==> src/rtl/nms_window_feeder.sv <==
// Raster-scans the FAST score RAM and presents a 3x3 window per interior pixel to NMS.
// Optional build macro NMS_FEED_SKIP_ZERO_EN suppresses windows whose centre score is zero.
module nms_window_feeder #(
    parameter int IMG_W = 181,
    parameter int IMG_H = 120
) (
    input  logic        clk,
    input  logic        rst,
    input  logic        start,
    output logic        busy,
    output logic        done,
    output logic        rd_en,
    output logic [14:0] rd_addr,
    input  logic [7:0]  rd_data,
    output logic        out_valid,
    output logic [7:0]  ref_score,
    output logic [63:0] adj_score,
    output logic [14:0] ref_addr,
    output logic [1:0]  dbgState
);

    localparam int N = IMG_W * IMG_H;
    localparam int CW = (IMG_W > 1) ? $clog2(IMG_W) : 1;
    localparam int RW = (IMG_H > 1) ? $clog2(IMG_H) : 1;
    localparam logic [14:0] LAST_ADDR = 15'(N - 1);
    localparam logic [CW-1:0] LAST_COL = CW'(IMG_W - 1);

    typedef enum logic [1:0] {
        IDLE  = 2'd0,
        READ  = 2'd1,
        DRAIN = 2'd2,
        DONE  = 2'd3
    } feedState_t;

    // Handshake: start is honoured only in IDLE; busy covers the cycle after
    // acceptance through the one-cycle done pulse; out_valid has no back-pressure.
    feedState_t state, stateNext;

    logic [14:0]   addrCnt;
    logic          drainCnt;
    logic          rdValid;
    logic [14:0]   rdAddrQ;
    logic [CW-1:0] colCnt;
    logic [RW-1:0] rowCnt;
    logic [7:0]    lb1 [IMG_W];
    logic [7:0]    lb2 [IMG_W];
    logic [7:0]    win [3][3];
    logic [7:0]    winNext [3][3];
    logic [7:0]    aboveOne;
    logic [7:0]    aboveTwo;
    logic          interior;
    logic          emit;

    assign dbgState = state;

    always_ff @(posedge clk) begin
        if (rst) begin
            state <= IDLE;
        end else begin
            state <= stateNext;
        end
    end

    always_comb begin
        stateNext = state;
        case (state)
            IDLE:    if (start) stateNext = READ;
            READ:    if (addrCnt == LAST_ADDR) stateNext = DRAIN;
            DRAIN:   if (drainCnt) stateNext = DONE;
            DONE:    stateNext = IDLE;
            default: stateNext = IDLE;
        endcase
    end

    always_ff @(posedge clk) begin
        if (rst) begin
            addrCnt  <= '0;
            drainCnt <= 1'b0;
        end else begin
            drainCnt <= (state == DRAIN) ? ~drainCnt : 1'b0;
            if (state == READ) begin
                addrCnt <= addrCnt + 15'd1;
            end else begin
                addrCnt <= '0;
            end
        end
    end

    // Read port and control outputs; rdValid marks the cycle rd_data returns.
    always_ff @(posedge clk) begin
        if (rst) begin
            rd_en   <= 1'b0;
            rd_addr <= '0;
            busy    <= 1'b0;
            done    <= 1'b0;
            rdValid <= 1'b0;
            rdAddrQ <= '0;
        end else begin
            rd_en   <= (state == READ);
            if (state == READ) begin
                rd_addr <= addrCnt;
            end
            busy    <= (state != IDLE);
            done    <= (state == DONE);
            rdValid <= rd_en;
            rdAddrQ <= rd_addr;
        end
    end

    always_ff @(posedge clk) begin
        if (rst || state == IDLE) begin
            colCnt <= '0;
            rowCnt <= '0;
        end else if (rdValid) begin
            if (colCnt == LAST_COL) begin
                colCnt <= '0;
                rowCnt <= rowCnt + RW'(1);
            end else begin
                colCnt <= colCnt + CW'(1);
            end
        end
    end

    always_comb begin
        aboveTwo = lb2[colCnt];
        aboveOne = lb1[colCnt];
        for (int r = 0; r < 3; r++) begin
            winNext[r][0] = win[r][1];
            winNext[r][1] = win[r][2];
        end
        winNext[0][2] = aboveTwo;
        winNext[1][2] = aboveOne;
        winNext[2][2] = rd_data;
        // Columns 0/1 would mix in pixels from the previous row, so they never emit.
        interior = (int'(colCnt) >= 2) && (int'(rowCnt) >= 2);
`ifdef NMS_FEED_SKIP_ZERO_EN
        emit = rdValid && interior && (winNext[1][1] != 8'd0);
`else
        emit = rdValid && interior;
`endif
    end

    always_ff @(posedge clk) begin
        if (rdValid) begin
            lb2[colCnt] <= aboveOne;
            lb1[colCnt] <= rd_data;
            win         <= winNext;
        end
    end

    always_ff @(posedge clk) begin
        if (rst) begin
            out_valid <= 1'b0;
            ref_score <= '0;
            adj_score <= '0;
            ref_addr  <= '0;
        end else begin
            out_valid <= emit;
            if (rdValid) begin
                ref_score <= winNext[1][1];
                adj_score <= {winNext[0][0], winNext[0][1], winNext[0][2],
                              winNext[1][0], winNext[1][2],
                              winNext[2][0], winNext[2][1], winNext[2][2]};
                ref_addr  <= rdAddrQ;
            end
        end
    end

endmodule

==> config.mk <==
export PLATFORM = sky130hd
export DESIGN_NAME = nms_window_feeder
export DESIGN_NICKNAME = d
export VERILOG_FILES = /design/src/rtl/nms_window_feeder.sv
export SDC_FILE = /design/constraint.sdc
export NUM_CORES = 2
export LEC_CHECK = 0
export CORE_MARGIN = 4
export CORE_UTILIZATION = 30
export CTS_BUF_LIST = sky130_fd_sc_hd__clkbuf_8
export CTS_CLUSTER_SIZE = 40
export DETAILED_ROUTE_END_ITERATION = 8
export SLEW_MARGIN = 20
export SYNTH_ARGS = -nofsm -noshare
export SYNTH_HDL_FRONTEND = slang
export SYNTH_SLANG_ARGS = --single-unit
==> constraint.sdc <==
create_clock -name clk -period 9.16 [get_ports clk]
set_input_delay 1.374 -clock clk [delete_from_list [all_inputs] [get_ports clk]]
set_output_delay 1.374 -clock clk [all_outputs]
set_load 0.03 [all_outputs]
==> flow_metrics.tcl <==
set metrics [dict create \
    design_area_sq_mm 0.137 \
    initial_core_util_pct 30.1 \
    drive_gt1_share_pct 26.2 \
    hold_depth 0 \
    crit_type "reg -> reg" \
    grt_overflow_total 0 \
    finalMaxSlewViolations 0 \
    synthDistinctLibCells 71 \
    grt_start_max_net_pins 131 \
    post_cts_buffers 0 \
    cts_tree "built" \
    antenna_found_initial 29 \
    via_per_inst 5.23 \
    placed_cell_area_sq_mm 0.128 \
    grt_pass1_vias 61207 \
    top_level_ports 119 \
    chipWidth_um 638 \
    area_growth_pct 14.7 \
    synthFlopType "edfxtp_1" \
    synth_fp_nets 5670 \
    cts_made_buffers 470 \
    die-height_um 638 \
    h-tree-depth 5 \
    worst-path-max-fanout 89 \
    slew-limit-headroom_pct 15.3 \
    grt_first_pass_wirelength_mm 483 \
    register_area_sq_mm 0.0917 \
    port_buffers 118 \
    setup_viol 0 \
    postSynthCellCount 5647 \
    path_clk_slew_ns 0.06 \
    r2r_end "lb2[19][3]$_DFFE_PP_" \
    post_drt_wl_per_cell_um 29.2 \
    drc 0 \
    via_count 61940 \
    finalHoldViolations 0 \
    irDropWorstVdd_mv 0.123 \
    finalCriticalPeriod_ns 6.17 \
    worstSetupStartpointType "flip-flop" \
    synth-async-reset-ratio_pct 0 \
    seq_area_frac_synth_pct 77.0 \
    ant_nets 0 \
    path_cells "buf_4, inv_4, buf_4, mux4_2, mux2i_1, o22ai_1, a221o_1, nor2_1, a21oi_4, buf_4" \
    insertion_delay_ns 1.08 \
    finalPower_w 0.0276 \
    critical-path-slowest-cell "buf_4" \
    hold_class "reg -> reg" \
    reg2reg_slack_ns 2.99 \
    yosysWarnings 0 \
    fin_crit_sh_pct 67.4 \
    crit_end "lb2[19][3]$_DFFE_PP_" \
    fill_cells 36586 \
    fp.coreArea_sq_mm 0.396 \
    yosys_register_bits 3107 \
    critPathCaptureType "flip-flop" \
    tightest_slew_ns 1.27 \
    grt_setup_unrepaired "false" \
    leakage_nw 41.8 \
    cts_hold_buffers 0 \
    crit_arrival_ns 6.83 \
    critPathRequiredTime_ns 9.81 \
    finalClockSkew_ns 0.101 \
    grt_use_total_pct 16.6 \
    clock-sinks 3107 \
    rows 231 \
    tns_ns 0 \
    dieArea_sq_mm 0.407 \
    routed_wl_mm 346 \
    multi_input_area_sq_mm 0.0259 \
    final_nets 6243 \
    drv_cap 0 \
    r2r_cells 10 \
    cts-root-buf "clkbuf_8" \
    cpPeakStageDelay_ns 0.83 \
    firstDrtPassIters 5 \
    clock_path_buffers 4 \
    synth_edf_count 2944 \
    p_per_area_mw_per_mm2 202 \
    place_congestion 0.902 \
    syn_area_per_cell_sq_um 21.1 \
    drt_iter0_drc 8473 \
    fmax_mhz 162 \
    dp_hpwl_mm 205 \
    outcome "finished clean" \
    syn-cell-area_sq_mm 0.119 \
    cp_common_cell "buf_4" \
    ctsResizeCount 0 \
]
==> cells in the mapped netlist, types with 4 or more instances <==
cell type  number  share of area [%]
edfxtp_1     2944                 74
a31oi_1        20               0.11
clkbuf_1      107               0.34
and3_1         16              0.084
or2_2           6              0.032
o221ai_1       17               0.13
nor4_1         10              0.053
a22oi_1        79               0.50
or3_1           9              0.047
xor2_1         12              0.088
o21ai_0        41               0.17
ha_1           12               0.13
o211ai_1       11              0.069
mux2i_1       279                2.3
a32oi_1         4              0.029
dfxtp_1       163                2.7
nor2b_1        43               0.23
a21oi_1        59               0.25
buf_4          58               0.37
mux2_2         24               0.23
inv_1          16              0.050
mux4_2        718                 14
and2_1          9              0.047
nand2b_1       28               0.15
xnor2_1         8              0.059
a311oi_1        4              0.029
nand4_1        15              0.079
a211oi_1       20               0.13
a221o_1         4              0.034
buf_1          26              0.082
nand3_1        74               0.31
buf_2          84               0.35
nand2_1       190               0.60
o22ai_1        38               0.20
nor3_1         25               0.11
a221oi_1       11              0.081
a2111oi_0       8              0.059
o32ai_1         5              0.037
buf_6          33               0.31
nor2_1        365                1.2
==> final cells by class <==
cell class / instances / share of cell area, %
clock buffer: 487 / 4.91
sequential: 3107 / 67.2
clock inverter: 354 / 1.44
multi-input combinational: 2211 / 19.0
tap: 5242 / 4.80
antenna: 15 / 0.0275
timing repair buffer: 411 / 2.63
inverter: 19 / 0.0577
==> layer usage <==
metal / wire, um / share of wire [%] / track usage (%) / up-vias
met5: 112 / 0.032 / 0 / -
met4: 14600 / 4.2 / 6.54 / 16
met3: 36800 / 11 / 4.11 / 727
met2: 160000 / 46 / 25.8 / 3730
met1: 135000 / 39 / 22.4 / 32874
li1: - / - / - / 24593
==> worst max-delay path, delay by kind of cell (launching register included) <==
kind | cells | cell delay [ns]
flops | 1 | 0.68
buf+inv | 4 | 2.27
mux | 2 | 0.54
compound gates | 3 | 1.87
simple gates | 1 | 0.14
==> worst min-delay path by stage <==
stage | from | end | slack [ns]
floorplan | win[2]$_DFFE_PP_ | win[10]$_DFFE_PP_ | 0.43
global placement | win[7]$_DFFE_PP_ | win[15]$_DFFE_PP_ | 0.44
detailed placement | win[6]$_DFFE_PP_ | win[14]$_DFFE_PP_ | 0.43
CTS | win[6]$_DFFE_PP_ | win[14]$_DFFE_PP_ | 0.45
global route | win[6]$_DFFE_PP_ | win[14]$_DFFE_PP_ | 0.46
finish | win[28]$_DFFE_PP_ | win[36]$_DFFE_PP_ | 0.45
==> registers in the layout, indices dropped and copies added (netlist names), named ones only <==
name and flops:
addrCnt 15, adj_score 64, busy 1, colCnt 8, dbgState 2, done 1, drainCnt 1, lb1 1448
lb2 1448, out_valid 1, rdAddrQ 15, rdValid 1, rd_addr 15, rd_en 1, ref_addr 15, ref_score 8
rowCnt 7, win 48
==> cells by family (layout without fill, tap and decap cells) <==
| family | count (synthesis) | in the layout | synth area share [%] |
|---|---|---|---|
| buffers and inverters | 329 | 1271 | 1.54 |
| adder cells (fa/ha/maj) | 12 | 12 | 0.126 |
| other | 0 | 15 | 0 |
| multiplexers | 1021 | 1021 | 16.2 |
| XOR/XNOR | 20 | 20 | 0.147 |
| AND/OR/NAND/NOR | 801 | 801 | 2.95 |
| AO/OA/AOI/OAI | 357 | 357 | 2.08 |
| flip-flops | 3107 | 3107 | 77.0 |
==> per-stage QoR <==
| step | hold WS, ns | utilization, % | worst slack [ns] | instances |
|---|---|---|---|---|
| 6_report | 0.452 | 34.5 | 2.99 | 11846 |
| 2_1_floorplan | 0.426 | - | 0.864 | 5647 |
| 5_1_grt | 0.460 | 34.5 | 2.89 | 11832 |
| 4_1_cts | 0.448 | 34.5 | 3.19 | 11830 |
| 3_3_place_gp | 0.436 | 32.3 | 3.47 | 10989 |
| 3_5_place_dp | 0.435 | 32.3 | 3.26 | 10989 |
==> where the power goes <==
| group | switching, W | total, W | internal [W] |
|---|---|---|---|
| sequential | 0.0000797 | 0.0158 | 0.0157 |
| combinational | 0.000762 | 0.00111 | 0.000352 |
| clock | 0.00535 | 0.0107 | 0.00540 |
==> cells in the final DEF (no fill, tap or decap), types with 10 or more instances in the layout <==
master / netlist / routed
buf_6: 33 / 10
inv_1: 16 / 160
a21oi_1: 59 / 55
dfxtp_1: 163 / 156
nand2_1: 190 / 190
o21ai_0: 41 / 38
nand2b_1: 28 / 28
a211oi_1: 20 / 20
o221ai_1: 17 / 17
nand3_1: 74 / 74
edfxtp_1: 2944 / 2944
ha_1: 12 / 12
a22oi_1: 79 / 79
nor4_1: 10 / 10
clkinv_1: 1 / 124
nor2_2: 0 / 70
nand4_1: 15 / 15
and3_1: 16 / 16
nor2_1: 365 / 286
a31oi_1: 20 / 20
clkdlybuf4s50_1: 0 / 109
clkinv_2: 0 / 45
o22ai_1: 38 / 38
diode_2: 0 / 15
buf_4: 58 / 276
nor2b_1: 43 / 40
mux4_2: 718 / 718
nor3_1: 25 / 25
a221oi_1: 11 / 11
bufinv_16: 0 / 17
mux2_2: 24 / 23
o211ai_1: 11 / 11
mux2i_1: 279 / 279
buf_12: 1 / 16
xor2_1: 12 / 12
clkbuf_8: 0 / 487
No activity file was read; power rests on OpenSTA's default activity.
